### config.mk
export PLATFORM = sky130hd
export DESIGN_NAME = random_gen
export DESIGN_NICKNAME = d
export VERILOG_FILES = /design/src/rtl/random_gen.sv
export SDC_FILE = /design/constraint.sdc
export NUM_CORES = 1
export LEC_CHECK = 0
export CAP_MARGIN = 20
export CORE_MARGIN = 3
export CORE_UTILIZATION = 50
export CTS_BUF_LIST = sky130_fd_sc_hd__clkbuf_4
export DETAILED_ROUTE_END_ITERATION = 10
export PLACE_DENSITY = 0.78
export SLEW_MARGIN = 25
export SYNTH_ARGS = -nofsm -noshare
export SYNTH_HDL_FRONTEND = slang
export SYNTH_SLANG_ARGS = --single-unit
### constraint.sdc
create_clock -name clk -period 4.2 [get_ports clk]
set_input_delay 0.42 -clock clk [delete_from_list [all_inputs] [get_ports clk]]
set_output_delay 0.42 -clock clk [all_outputs]
set_load 0.01 [all_outputs]
### src/rtl/random_gen.sv
// -----------------------------------------------------------------------------
// random_gen -- LFSR-based random number source with a valid/ready output.
//
// A 32-bit Fibonacci LFSR (taps 31,21,1,0) free-runs on every clock edge that
// is not a reset or a seed load. After reset or a seed load the generator
// discards WARMUP steps (WARM state), then presents draws on a valid/ready
// interface (READY state). Each draw is the 32-bit LFSR state XOR-folded down
// to WIDTH bits. The held draw stays stable while the consumer stalls, even
// though the LFSR keeps stepping underneath it.
//
// Parameters
//   WIDTH   : rand_out width, 1..32
//   SEED    : reset seed, also substituted for an all-zero seed_in (nonzero)
//   WARMUP  : LFSR steps discarded after reset/seed load, 1..255
//
// Ports
//   clk        in   1      sole clock, rising edge
//   rst_n      in   1      synchronous active-low reset (overrides seed_load)
//   seed_load  in   1      load seed_in into the LFSR this edge (no step)
//   seed_in    in   32     new seed value; 0 selects SEED
//   out_ready  in   1      consumer accepts rand_out this cycle
//   out_valid  out  1      rand_out holds a valid draw
//   rand_out   out  WIDTH  current random draw
//   busy       out  1      high while warming up
//   draws      out  16     count of accepted draws, wraps at 16'hFFFF
// -----------------------------------------------------------------------------
module random_gen #(
  parameter int          WIDTH  = 8,
  parameter logic [31:0] SEED   = 32'h0000_0001,
  parameter int          WARMUP = 32
) (
  input  logic             clk,
  input  logic             rst_n,
  input  logic             seed_load,
  input  logic [31:0]      seed_in,
  input  logic             out_ready,
  output logic             out_valid,
  output logic [WIDTH-1:0] rand_out,
  output logic             busy,
  output logic [15:0]      draws
);

  typedef enum logic {
    ST_WARM  = 1'b0,
    ST_READY = 1'b1
  } state_t;

  localparam logic [7:0] WARMUP_LAST = 8'(WARMUP - 1);

  // Fold 32 bits down to WIDTH: output bit i is the parity of every
  // input bit j with j mod WIDTH == i.
  function automatic logic [WIDTH-1:0] fold(input logic [31:0] x);
    logic [WIDTH-1:0] f;
    f = '0;
    for (int j = 0; j < 32; j++) begin
      f[j % WIDTH] = f[j % WIDTH] ^ x[j];
    end
    return f;
  endfunction

  state_t           r_state;
  logic [31:0]      r_lfsr;
  logic [7:0]       r_wc;
  logic             r_out_valid;
  logic [WIDTH-1:0] r_rand;
  logic [15:0]      r_draws;

  state_t           w_state_next;
  logic [31:0]      w_lfsr_step;
  logic [31:0]      w_lfsr_next;
  logic [7:0]       w_wc_next;
  logic             w_valid_next;
  logic [WIDTH-1:0] w_rand_next;
  logic [15:0]      w_draws_next;

  assign w_lfsr_step = {r_lfsr[30:0], r_lfsr[31] ^ r_lfsr[21] ^ r_lfsr[1] ^ r_lfsr[0]};

  // NOTE: every signal gets its hold/default value before any branch, so no
  // path through this block leaves a signal unassigned and no latch is built.
  always_comb begin
    w_state_next = r_state;
    w_lfsr_next  = w_lfsr_step;
    w_wc_next    = r_wc;
    w_valid_next = r_out_valid;
    w_rand_next  = r_rand;
    w_draws_next = r_draws;

    if (seed_load) begin
      // A seed load wins over any same-edge transfer; that transfer is dropped.
      // An all-zero seed would lock the LFSR, so SEED stands in for it.
      w_lfsr_next  = (seed_in == 32'd0) ? SEED : seed_in;
      w_wc_next    = 8'd0;
      w_state_next = ST_WARM;
      w_valid_next = 1'b0;
      w_draws_next = 16'd0;
    end else begin
      unique case (r_state)
        ST_WARM: begin
          if (r_wc == WARMUP_LAST) begin
            w_state_next = ST_READY;
            w_wc_next    = 8'd0;
            w_valid_next = 1'b1;
            w_rand_next  = fold(w_lfsr_step);
          end else begin
            w_wc_next = r_wc + 8'd1;
          end
        end
        ST_READY: begin
          // Refill the output register whenever it is empty or being drained;
          // otherwise the draw is held while the LFSR keeps running.
          if (!r_out_valid || out_ready) begin
            w_rand_next = fold(w_lfsr_step);
          end
          if (r_out_valid && out_ready) begin
            w_draws_next = r_draws + 16'd1;
          end
        end
        default: begin
          w_state_next = ST_WARM;
        end
      endcase
    end
  end

  // NOTE: state registers use non-blocking assignments so every register
  // samples the pre-edge values, independent of statement order.
  always_ff @(posedge clk) begin
    if (!rst_n) begin
      r_state     <= ST_WARM;
      r_lfsr      <= SEED;
      r_wc        <= 8'd0;
      r_out_valid <= 1'b0;
      r_rand      <= '0;
      r_draws     <= 16'd0;
    end else begin
      r_state     <= w_state_next;
      r_lfsr      <= w_lfsr_next;
      r_wc        <= w_wc_next;
      r_out_valid <= w_valid_next;
      r_rand      <= w_rand_next;
      r_draws     <= w_draws_next;
    end
  end

  assign out_valid = r_out_valid;
  assign rand_out  = r_rand;
  assign draws     = r_draws;
  assign busy      = (r_state == ST_WARM);

endmodule

==> results.md, run 1 <==
- Status: finished clean
- Pwr Density: 317 mW/mm^2
- Worst hold slack: 0.503 ns
- Critical path, cell by cell: inv_1 > clkdlybuf4s50_1
- WP data arrival: 1.61 ns
- Clock skew: 0.0114 ns
- Drt first pass iters: 4
- Clock sink count: 66
- Num rows: 27
- Register clock-pin slew on the reported worst setup and hold paths: 0.10 ns
- Fin. Hold Viols: 0
- Syn Area/Cell: 9.57 sq um
- Worst vdd ir: 252 uV
- Area grow syn2layout: 26.0%
- Cell with the most instances after synthesis: dfxtp_1
- Vias in the first global route: 2342
- N_diodes: 0
- Type of the most critical hold path: flop to flop
- Slowest stage cell on the critical path: dfxtp_1
- Final setup fails: 0
- Sequential fraction of the synthesis area: 44.0%
- Clk Latency, worst-skew pair: 0.41 ns
- First-pass GRT wire length: 10600 microns
- Initial antenna violation count: 0
- GP Congestion: 0.793
- Fillers: 509
- I/O pin count: 62
- Max Cap Viol: 0
- Critical Path RT: 3.78 ns
- Slew @ Worst Pin: 0.726 ns
- Static leakage: 0.00140 uW
- All-Layer GR Usage: 18.7%
- Mapped Area: 0.00301 sq mm
- Placeable Area: 0.00568 sq mm
- EDFF count, synth: 0
- Setup_tns: 0 ns
- Vias/cell: 5.23
- # port buffers: 61
- Share of the synthesized area in the top cell type: 44.0%
- Utilization after layout: 66.7%
- Cts hold-fix bufs: 0
- Netlist cell types: 37
- Slowest Stage Delay on Critical Path: 0.64 ns
- Clock tree buffer depth: 2
- Nature of the critical path endpoint: output port
- DRC: 0
- RSZ-0062 raised after global routing: no
- Critical Path Fanout Max: 15
- Top FF cell, synth: dfxtp_1
- Total Power: 1200 uW
- Syn Inst Count: 314
- Largest net degree at the start of global routing: 44
- CTS tree: built
- Die extent in y: 83.5 microns
- Fmax achieved: 493 MHz
- CTS resizes: 0
- Asr flop ratio synth: 0%
- Synthesized flop and latch total: 66
- Die ar.: 0.00698 sq mm
- Detail Route Antenna Nets: 0
- WL/cell: 13.9 microns
- Total number of yosys warnings: 0
- Min Tclk post-route: 2.03 ns
- Synth Net Count: 352
- Post-CTS Repair Setup Buffers: 0
- Post-synth top cells: dfxtp_1 (66), mux2i_1 (33), nor2b_1 (33)
- CTS buffer count: 9
- Max-slew violation count: 0
- Via count: 2359
- CP Class: flop to output port
- Period Utilization, post-route: 48.3%
- Htree depth: 3
- Grt ovf: 0
- Crit path launch type: flop
- Die extent in x: 83.5 microns
- Layout cell share with drive strength beyond 1: 5.80%
- Top post-synthesis cells by area: dfxtp_1 (44%), mux2i_1 (11%), xnor2_1 (7.3%)
- Slew margin rel.: 50.9%
- Final #Nets: 412
- Iter 0 DRT Violations: 68
- Detailed Route WL: 6250 microns
- Area leader, netlist: dfxtp_1
- Hpwl dp: 4670 microns
- Clock root cell: clkbuf_4
- Starting density of the core: 53.0%
## critical path, delay by kind of cell (launching register included)
family                 cells  cell delay (ns)
flip-flops                 1             0.64
buffers and inverters      2             0.56
## registers in the layout, summed over array words and instances, names as in the netlist
| name | cells |
|---|---|
| draws | 16 |
| rand_out | 8 |
| out_valid | 1 |
| r_state | 1 |
| r_lfsr | 32 |
| r_wc | 8 |
## metrics by stage
| stage | instance area, sq um | instances | setup slack [ns] |
|---|---|---|---|
| after global routing | 3790 | 451 | 2.04 |
| after detailed placement | 3660 | 435 | 2.04 |
| after CTS | 3790 | 451 | 2.17 |
| final | 3790 | 451 | 2.17 |
| after floorplan | 3010 | 314 | 2.65 |
| after global placement | 3660 | 435 | 2.08 |
## where the power goes
| part | leakage [uW] | total (uW) | internal [uW] | switching [uW] |
|---|---|---|---|---|
| Combinational | 0.000787 | 144 | 81.3 | 62.3 |
| Sequential | 0.000539 | 662 | 646 | 15.9 |
| Clock | 0.0000790 | 396 | 175 | 221 |
| Total | 0.00140 | 1200 | 902 | 299 |
## per-layer routing
layer  global-route usage, %  vias to the layer above  wire (microns)
met5                       0                        -               0
met4                    5.99                        0             117
met3                    6.12                       12             295
met2                    29.7                       51            2910
met1                    24.1                     1082            2930
li1                        -                     1214               -
## path summary, 6_finish.rpt
kind | startpoint | end | slack, ns | cells past startpoint
worst max register to register | r_wc[0]$_SDFFE_PP0N_ | rand_out[2]$_SDFFE_PN0P_ | 2.34 | 5
worst min register to register | draws[15]$_SDFFE_PP0P_ | draws[15]$_SDFFE_PP0P_ | 0.50 | 2
worst min-delay path | draws[15]$_SDFFE_PP0P_ | draws[15]$_SDFFE_PP0P_ | 0.50 | 2
worst max-delay path | r_state$_SDFF_PP0_ | busy | 2.17 | 2
## kinds of logic after synthesis
logic type,after synthesis,share of synthesized area (%)
buffers and inverters,17,2.25
xor gates and xnor gates,43,12.5
AOI/OAI and AO/OA,28,5.83
and+or+nand+nor,125,23.6
DFF,66,44.0
muxes,33,11.0
adders and majority gates,2,0.833
## placed cells by master (no fill, tap or decap), drive strengths merged, types with 2 or more instances in the layout
| cell type | count |
|---|---|
| a21oi | 12 |
| and2 | 2 |
| and3 | 3 |
| and4 | 2 |
| buf | 3 |
| clkbuf | 9 |
| clkdlybuf4s50 | 60 |
| clkinv | 6 |
| dfxtp | 66 |
| ha | 2 |
| inv | 3 |
| mux2i | 33 |
| nand2 | 10 |
| nand3 | 8 |
| nand4 | 8 |
| nand4b | 2 |
| nor2 | 25 |
| nor2b | 33 |
| nor3 | 10 |
| nor3b | 8 |
| nor4 | 8 |
| o21ai | 6 |
| o31ai | 2 |
| or3 | 3 |
| or4 | 2 |
| xnor2 | 25 |
| xor2 | 18 |
## layout make-up
cell class | count | area, sq um | share of cell area, %
clock inverter | 7 | 60.1 | 1.59
multi-input combinational | 231 | 1620 | 42.7
sequential | 66 | 1320 | 34.9
tap | 72 | 90.1 | 2.38
clock buffer | 9 | 67.6 | 1.78
inverter | 3 | 11.3 | 0.297
timing repair buffer | 63 | 621 | 16.4
Note: power is estimated with default switching activity, not from simulation.
==> run 2: changes to the inputs <==
==> constraint.sdc (replaced) <==
create_clock -name clk -period 1.9 [get_ports clk]
set_input_delay 0.19 -clock clk [delete_from_list [all_inputs] [get_ports clk]]
set_output_delay 0.19 -clock clk [all_outputs]
set_load 0.01 [all_outputs]
==> results.md, run 2 (synthesis gave the netlist of run 1 again) <==
- Status: finished clean (unchanged)
- Hold path cells: 4 (was 2)
- Worst hold slack: 0.212 ns (was 0.503 ns)
- Most flop-heavy register: r_lfsr (unchanged)
- Cts hold-fix bufs: 0 (unchanged)
- Reg-to-Reg Start: r_wc[0]$_SDFFE_PP0N_ (unchanged)
- Most common cell after layout, fill and taps aside: dfxtp_1 (unchanged)
- Min Tclk post-route: 1.70 ns
- Layout cell share with drive strength beyond 1: 7.95% (was 5.80%)
- GP Congestion: 0.780 (was 0.793)
- R2r endpoint: r_wc[6]$_SDFFE_PP0N_ (was rand_out[2]$_SDFFE_PN0P_)
- All-Layer GR Usage: 19.0% (was 18.7%)
- Max Cap Viol: 0 (unchanged)
- Worst R2R Setup Slack: 0.30 ns (was 2.34 ns)
- Area grow syn2layout: 28.9% (was 26.0%)
- Fmax achieved: 589 MHz
- WL/cell: 13.9 microns (about the same)
- Clock skew: 0.0130 ns (was 0.0114 ns)
- Vias/cell: 5.34 (was 5.23)
- CP Launch Point: r_state$_SDFF_PP0_ (unchanged)
- DRC: 0 (unchanged)
- Register clock-pin slew on the reported worst setup and hold paths: 0.11 ns (was 0.10 ns)
- Hold path endpoint: out_valid$_SDFFE_PP0P_ (was draws[15]$_SDFFE_PP0P_)
- Nature of the critical path endpoint: output port (unchanged)
- Die extent in x: 83.5 microns (unchanged)
- Initial antenna violation count: 0 (unchanged)
- Die ar.: 0.00698 sq mm (unchanged)
- Clock tree buffer depth: 2 (unchanged)
- Utilization after layout: 68.3% (was 66.7%)
- Final setup fails: 0 (unchanged)
- First-pass GRT wire length: 10800 microns (was 10600 microns)
- CP Class: flop to output port (unchanged)
- Critical Path RT: 1.71 ns (was 3.78 ns)
- Setup_tns: 0 ns (unchanged)
- # port buffers: 61 (unchanged)
- WP data arrival: 1.51 ns (was 1.61 ns)
- Htree depth: 3 (unchanged)
- Type of the most critical hold path: input port to flop (was flop to flop)
- Placeable Area: 0.00568 sq mm (unchanged)
- Reg2Reg Depth: 5 (unchanged)
- Max-slew violation count: 0 (unchanged)
- Starting density of the core: 53.0% (unchanged)
- Crit path launch type: flop (unchanged)
- N_diodes: 0 (unchanged)
- Critical Path Fanout Max: 14 (was 15)
- Hpwl dp: 4830 microns (was 4670 microns)
- RSZ-0062 raised after global routing: no (unchanged)
- Clk Latency, worst-skew pair: 0.41 ns (about the same)
- DP Cell Count: 446 (was 435)
- Pwr Density: 696 mW/mm^2 (was 317 mW/mm^2)
- Iter 0 DRT Violations: 85 (was 68)
- Worst vdd ir: 519 uV (was 252 uV)
- Period Utilization, post-route: 89.3%
- Final #Nets: 423 (was 412)
- Static leakage: 0.00146 uW (was 0.00140 uW)
- CTS resizes: 0 (unchanged)
- Via count: 2468 (was 2359)
- Detail Route Antenna Nets: 0 (unchanged)
- Slew @ Worst Pin: 0.555 ns (was 0.726 ns)
- I/O pin count: 62 (unchanged)
- Num rows: 27 (unchanged)
- Fin. Hold Viols: 0 (unchanged)
- Finished Layout Cells: 462 (was 451)
- Vias in the first global route: 2330 (was 2342)
- Die extent in y: 83.5 microns (unchanged)
- Largest net degree at the start of global routing: 40 (was 44)
- Clock sink count: 66 (unchanged)
- Commonest cells after routing, fill and taps aside: dfxtp_1 (66), clkdlybuf4s50_1 (60), mux2i_1 (33), nor2b_1 (33) (unchanged)
- Largest register FFs: 32 (unchanged)
- CTS tree: built (unchanged)
- Slew margin rel.: 62.6% (was 50.9%)
- Hold Crit Start: seed_load (was draws[15]$_SDFFE_PP0P_)
- CTS buffer count: 9 (unchanged)
- Drt first pass iters: 4 (unchanged)
- Detailed Route WL: 6430 microns (was 6250 microns)
- Clock root cell: clkbuf_4 (unchanged)
- Grt ovf: 0 (unchanged)
- Post-CTS Repair Setup Buffers: 0 (unchanged)
[run 2: report_power, final]
part	switching [uW]	internal [uW]	leakage [uW]	total (uW)
Clock	470	437	0.0000764	907
Sequential	35.8	1430	0.000539	1460
Combinational	140	188	0.000841	327
[run 2: area by class of cell]
type                    instances  area [sq um]
clock buffers                  12          90.1
repair buffers                 74           703
flip-flops and latches         66          1320
inverters                       3          11.3
fillers                       488          1800
well taps                      72          90.1
multi-input cells             231          1620
clock inverters                 4          42.5
[run 2: worst max-delay path, cell delays in order, from the launching register on]
cell             delay (ns)
dfxtp_1                0.33
buf_4                  0.18
inv_1                  0.06
clkdlybuf4s50_1        0.52
[run 2: worst max path at each step]
stage / cells after the start / end / slack [ns]
global route: 5 / r_wc[5]$_SDFFE_PP0N_ / 0.08
floorplan: 5 / rand_out[1]$_SDFFE_PN0P_ / 0.35
detailed placement: 5 / draws[15]$_SDFFE_PP0P_ / 0.12
CTS: 3 / busy / 0.17
global placement: 5 / draws[13]$_SDFFE_PP0P_ / 0.13
finish: 3 / busy / 0.20
[run 2: per-layer routing]
metal | vias up | share of wire (%) | track usage, %
met5 | - | 0 | 0
met4 | 0 | 1.0 | 5.26
met3 | 5 | 6.0 | 6.42
met2 | 71 | 48 | 32.4
met1 | 1153 | 45 | 22.8
li1 | 1239 | - | -
[run 2: through the flow]
stage	area [sq um]	setup slack, ns	total power, uW
floorplan	3010	0.347	1680
global placement	3740	0.130	1820
detailed placement	3740	0.119	1820
CTS	3870	0.173	2720
global route	3870	0.0806	2810
finish	3870	0.203	2700
